**src/rtl/fp_special_case_stage.sv**
```systemverilog
`default_nettype none
// ============================================================================
// fp_special_case_stage : registered special-operand stage for FP add/sub
// Revision: 1.0
// ============================================================================
module fp_special_case_stage #(
    parameter int EXP_W  = 8,
    parameter int MANT_W = 23,
    parameter int CNT_W  = 16
) (
    input  logic                    i_clk,
    input  logic                    i_rst,
    input  logic                    i_valid,
    output logic                    o_ready,
    input  logic [EXP_W+MANT_W:0]   i_float_A,
    input  logic [EXP_W+MANT_W:0]   i_float_B,
    input  logic                    i_sub_mode,
    input  logic [2:0]              i_rm,
    output logic                    o_valid,
    input  logic                    i_ready,
    output logic                    o_special,
    output logic [EXP_W+MANT_W:0]   o_result,
    output logic                    o_NaN,
    output logic                    o_overflow,
    output logic                    o_zero,
    output logic                    o_invalid,
    input  logic                    i_flags_clr,
    output logic [1:0]              o_flags_sticky,
    output logic [CNT_W-1:0]        o_special_cnt
);

    localparam int         W        = 1 + EXP_W + MANT_W;
    localparam logic [2:0] c_RM_RDN = 3'b010;

    logic              w_sa, w_sb_eff;
    logic [EXP_W-1:0]  w_ea, w_eb;
    logic [MANT_W-1:0] w_ma, w_mb;
    logic              w_inf_a, w_inf_b, w_nan_a, w_nan_b;
    logic              w_snan_a, w_snan_b, w_zero_a, w_zero_b;
    logic              w_inf_inf, w_nan, w_ovf, w_zero, w_invalid;
    logic              w_ovf_sign, w_zero_sign;
    logic [W-1:0]      w_result;
    logic              w_accept, w_xfer;
    logic [1:0]        w_flags_next;

    logic              r_valid;
    logic [W-1:0]      r_result;
    logic              r_nan, r_ovf, r_zero, r_invalid;
    logic [1:0]        r_flags;
    logic [CNT_W-1:0]  r_cnt;

    assign w_sa     = i_float_A[W-1];
    assign w_ea     = i_float_A[W-2 -: EXP_W];
    assign w_ma     = i_float_A[MANT_W-1:0];
    // B's sign as seen by the adder after the subtract flip
    assign w_sb_eff = i_float_B[W-1] ^ i_sub_mode;
    assign w_eb     = i_float_B[W-2 -: EXP_W];
    assign w_mb     = i_float_B[MANT_W-1:0];

    assign w_inf_a  = &w_ea;
    assign w_inf_b  = &w_eb;
    assign w_nan_a  = w_inf_a & (|w_ma);
    assign w_nan_b  = w_inf_b & (|w_mb);
    assign w_snan_a = w_nan_a & ~w_ma[MANT_W-1];
    assign w_snan_b = w_nan_b & ~w_mb[MANT_W-1];
    assign w_zero_a = ~(|w_ea) & ~(|w_ma);
    assign w_zero_b = ~(|w_eb) & ~(|w_mb);

    assign w_inf_inf   = w_inf_a & w_inf_b & ~w_nan_a & ~w_nan_b & (w_sa ^ w_sb_eff);
    assign w_nan       = w_nan_a | w_nan_b | w_inf_inf;
    assign w_ovf       = ~w_nan & (w_inf_a | w_inf_b);
    assign w_zero      = ~w_nan & ~w_ovf & w_zero_a & w_zero_b;
    assign w_invalid   = w_snan_a | w_snan_b | w_inf_inf;
    assign w_ovf_sign  = w_inf_a ? w_sa : w_sb_eff;
    // Exact cancellation of opposite zeros is -0 only when rounding down
    assign w_zero_sign = (w_sa == w_sb_eff) ? w_sa : (i_rm == c_RM_RDN);

    always_comb begin
        w_result = '0;
        if (w_nan) begin
            w_result = {1'b0, {EXP_W{1'b1}}, 1'b1, {(MANT_W-1){1'b0}}};
        end else if (w_ovf) begin
            w_result = {w_ovf_sign, {EXP_W{1'b1}}, {MANT_W{1'b0}}};
        end else if (w_zero) begin
            w_result = {w_zero_sign, {(W-1){1'b0}}};
        end
    end

    assign o_ready  = ~r_valid | i_ready;
    assign w_accept = i_valid & o_ready;
    assign w_xfer   = r_valid & i_ready;

    assign w_flags_next = (i_flags_clr ? 2'b00 : r_flags)
                        | (w_xfer ? {r_invalid, r_ovf} : 2'b00);

    always_ff @(posedge i_clk) begin
        if (i_rst) begin
            r_valid   <= 1'b0;
            r_result  <= '0;
            r_nan     <= 1'b0;
            r_ovf     <= 1'b0;
            r_zero    <= 1'b0;
            r_invalid <= 1'b0;
            r_flags   <= 2'b00;
            r_cnt     <= '0;
        end else begin
            if (w_accept) begin
                r_valid   <= 1'b1;
                r_result  <= w_result;
                r_nan     <= w_nan;
                r_ovf     <= w_ovf;
                r_zero    <= w_zero;
                r_invalid <= w_invalid;
            end else if (w_xfer) begin
                r_valid <= 1'b0;
            end
            r_flags <= w_flags_next;
            if (w_xfer && o_special && !(&r_cnt)) begin
                r_cnt <= r_cnt + CNT_W'(1);
            end
        end
    end

    assign o_valid        = r_valid;
    assign o_result       = r_result;
    assign o_NaN          = r_nan;
    assign o_overflow     = r_ovf;
    assign o_zero         = r_zero;
    assign o_invalid      = r_invalid;
    assign o_special      = r_nan | r_ovf | r_zero;
    assign o_flags_sticky = r_flags;
    assign o_special_cnt  = r_cnt;

endmodule
`default_nettype wire
```
**config.mk**
```make
export PLATFORM = sky130hd
export DESIGN_NAME = fp_special_case_stage
export DESIGN_NICKNAME = d
export VERILOG_FILES = /design/src/rtl/fp_special_case_stage.sv
export SDC_FILE = /design/constraint.sdc
export NUM_CORES = 1
export LEC_CHECK = 0
export CORE_UTILIZATION = 30
export CTS_BUF_LIST = sky130_fd_sc_hd__clkbuf_2
export DETAILED_ROUTE_END_ITERATION = 12
export HOLD_SLACK_MARGIN = 0.02
export PLACE_DENSITY = 0.83
export SLEW_MARGIN = 0
export SYNTH_ARGS = -nofsm -noshare
export SYNTH_HDL_FRONTEND = slang
export SYNTH_SLANG_ARGS = --single-unit
export TNS_END_PERCENT = 50
```
**constraint.sdc**
```tcl
create_clock -name i_clk -period 4.3 [get_ports i_clk]
set_clock_uncertainty 0.2 [all_clocks]
set_input_delay 0.43 -clock i_clk [delete_from_list [all_inputs] [get_ports i_clk]]
set_output_delay 0.43 -clock i_clk [all_outputs]
set_load 0.005 [all_outputs]
```
==> results_dict.tcl <==
set metrics [dict create \
    seq_area_um2 500 \
    p_comb_share_pct 23.7 \
    drtAntennaViolNets 0 \
    p_leak_nw 0.909 \
    cts_hold_buf 0 \
    min_from "o_zero$_SDFFE_PP0P_" \
    fp.dieH_um 74.6 \
    diodes 0 \
    ctsLongestPathBuffers 2 \
    cpLargestDelayFamily "buffers and inverters" \
    drtIter0Drc 64 \
    outcome "finished clean" \
    grt_max_degree 27 \
    cts_buffers 3 \
    avgViaCountPerCell 4.62 \
    start_kind "input pin" \
    cpMostUsedCell "clkdlybuf4s50_1" \
    synth_edf_count 0 \
    setup_viol 0 \
    critical_path.cell_chain "clkdlybuf4s50_1 -> nand2b_1 -> clkdlybuf4s50_1" \
    ys_seq_area_share_pct 31.7 \
    seqPwrFrac_pct 54.5 \
    synthAdderAreaFrac_pct 1.43 \
    vias 1681 \
    fin_crit_sh_pct 55.6 \
    critical_path_buf_inv_count 2 \
    grt_pass1_wl_mm 6.76 \
    drc_errors 0 \
    synthCells 197 \
    synthFlopType "dfxtp_1" \
    start_util_pct 31.1 \
    p_int_mw 0.326 \
    setup-tns-final_ps 0 \
    synth_area_leaders "dfxtp_1 (32%), buf_4 (14%), xor2_1 (6.1%)" \
    synthSimpleGateAreaFrac_pct 31.5 \
    nNetsFinal 369 \
    die_area_mm2 0.00556 \
    cts_tree "done" \
    synthArstFlopShare_pct 0 \
    dp_hpwl_mm 3.69 \
    worstSetupPathType "in -> out" \
    grt_pass1_vias 1548 \
    post_cts_buffers 0 \
    syn2layout_area_growth_pct 64.1 \
    worstHoldPathType "reg -> reg" \
    end_kind "primary output" \
    worstPathRequired_ps 3670 \
    synth_top_cell_by_area "dfxtp_1" \
    path_max_fanout 6 \
    synth_xor_area_share_pct 8.32 \
    arrival_ps 1760 \
    pin_count 130 \
    reg2reg_from "o_special_cnt[0]$_SDFFE_PP0P_" \
    ir_drop_mv 0.0839 \
    drive_above_1_share_pct 4.76 \
    rows 26 \
    synth_top_family_by_area "simple AND/OR/NAND/NOR gates" \
    cts-resized-gates 0 \
    period_needed_ps 2390 \
    cellPowerDensity_mw_per_mm2 168 \
    maxSlewHeadroom_pct 36.7 \
    synth_compound_gate_area_share_pct 9.90 \
    core-area_mm2 0.00507 \
    yosysWarnings 0 \
    track_usage_pct 15.7 \
    max_cap_violations 0 \
    drtPass1Iterations 4 \
    syn_area_mm2 0.00158 \
    io_buffers 107 \
    hold_slack_ps 298 \
    synth_mux_area_share_pct 0.634 \
    final_max_slew_viol_count 0 \
    p_switching_mw 0.108 \
    hold_viol 0 \
    max_stage_delay_ps 550 \
    worst_pin_slew_ps 947 \
    path_clk_slew_ps 230 \
    cts_sinks 25 \
    die-width_um 74.6 \
    clkLatencyLatePin_ps 360 \
    synth_top_area_share_pct 31.7 \
    htreeDepth 1 \
    multi_input_area_um2 901 \
    rsz0062_at_grt "false" \
    synth_cell_types 40 \
    wl_per_cell_um 12.1 \
    overflow 0 \
    avgSynthCellArea_um2 8.02 \
    wirelength_mm 4.39 \
    fillers 508 \
    pwr-share-clk_pct 21.7 \
    crit_slowest_cell "clkdlybuf4s50_1" \
    sw_frac_of_total_pct 25.0 \
    ys_ff_latch 25 \
    antenna_found_initial 0 \
    place_congestion 0.816 \
    worstSetupStartpoint "i_ready" \
    max_freq_mhz 418 \
    rrSetupSlack_ps 2110 \
    root_buffer "clkbuf_2" \
]
==> logic make-up after synthesis <==
logic type / after synthesis
and+or+nand+nor: 91
other: 1
muxes: 1
adders and majority gates: 2
buffers and inverters: 38
AOI/OAI and AO/OA: 24
DFF: 25
xor gates and xnor gates: 15
==> cells in the final DEF (no fill, tap or decap), types with 2 or more instances in the layout <==
master             n
clkdlybuf4s50_1  107
dfxtp_1           25
nor2_1            23
conb_1            22
nor4_1            15
nand4_1           12
nand2_1           12
xor2_1            11
a21oi_1           10
o21ai_0            5
nor3_1             5
nand3_1            4
or3_1              4
xnor2_1            4
inv_1              3
clkbuf_2           3
a32oi_1            2
nor3_2             2
and3_1             2
a211oi_1           2
or2_2              2
==> path summary, 6_finish.rpt <==
check	end	depth (start not counted)
setup / recovery	o_ready	3
hold / removal	o_zero$_SDFFE_PP0P_	2
setup reg to reg	o_special_cnt[13]$_SDFFE_PP0P_	6
hold reg to reg	o_zero$_SDFFE_PP0P_	2
==> synth_stat cells (all sizes together), types with 2 or more instances <==
master / n
a211oi: 2
a21oi: 10
a32oi: 2
and3: 4
and4: 2
buf: 31
clkbuf: 4
dfxtp: 25
inv: 3
nand2: 12
nand3: 5
nand4: 12
nor2: 23
nor3: 7
nor4: 15
o21ai: 5
or2: 2
or3: 5
xnor2: 4
xor2: 11
==> worst register-to-register path: cells and delay by family (launching register included) <==
kind,cells,cell delay [ps]
adders and majority gates,1,280
and+or+nand+nor,3,460
xor gates and xnor gates,1,170
AOI/OAI and AO/OA,1,550
DFF,1,430
==> cell type report <==
class	instances	share of cell area, %
Multi-Input combinational cell	155	34.8
Clock buffer	3	0.579
Timing Repair Buffer	107	41.3
Inverter	3	0.435
Clock inverter	1	0.193
Tap cell	70	3.38
Sequential cell	25	19.3
==> metrics by stage <==
step / utilization, % / power, mW / std cells / worst slack, ps / cell area, µm²
6_report: 51.1 / 0.435 / 364 / 1910 / 2590
5_1_grt: 51.1 / 0.459 / 364 / 1840 / 2590
4_1_cts: 51.1 / 0.437 / 364 / 1900 / 2590
3_5_place_dp: 50.7 / 0.344 / 360 / 1720 / 2570
3_3_place_gp: 50.7 / 0.343 / 360 / 1770 / 2570
2_1_floorplan: - / 0.278 / 218 / 2320 / 1660
==> routing by layer <==
layer / share of wire (%) / wire length [µm] / vias up / global-route usage, %
li1: - / - / 850 / -
met1: 40 / 1770 / 771 / 18.0
met2: 53 / 2310 / 55 / 29.8
met3: 6.3 / 275 / 5 / 2.57
met4: 0.96 / 42 / 0 / 3.77
met5: 0 / 0 / - / 0
==> flip-flops by register name, summed over array words and instances (netlist names) <==
signal,flops
o_invalid,1
o_valid,1
o_flags_sticky,2
o_result,3
o_overflow,1
o_special_cnt,16
o_zero,1
==> power by group through the flow <==
stage	Clock, mW	Sequential [mW]	Combinational, mW
2_1_floorplan	0	0.241	0.0375
3_3_place_gp	0	0.241	0.101
3_5_place_dp	0	0.241	0.103
4_1_cts	0.0970	0.237	0.103
5_1_grt	0.110	0.238	0.112
6_report	0.0945	0.237	0.103
Note: power is estimated with default switching activity, not from simulation.
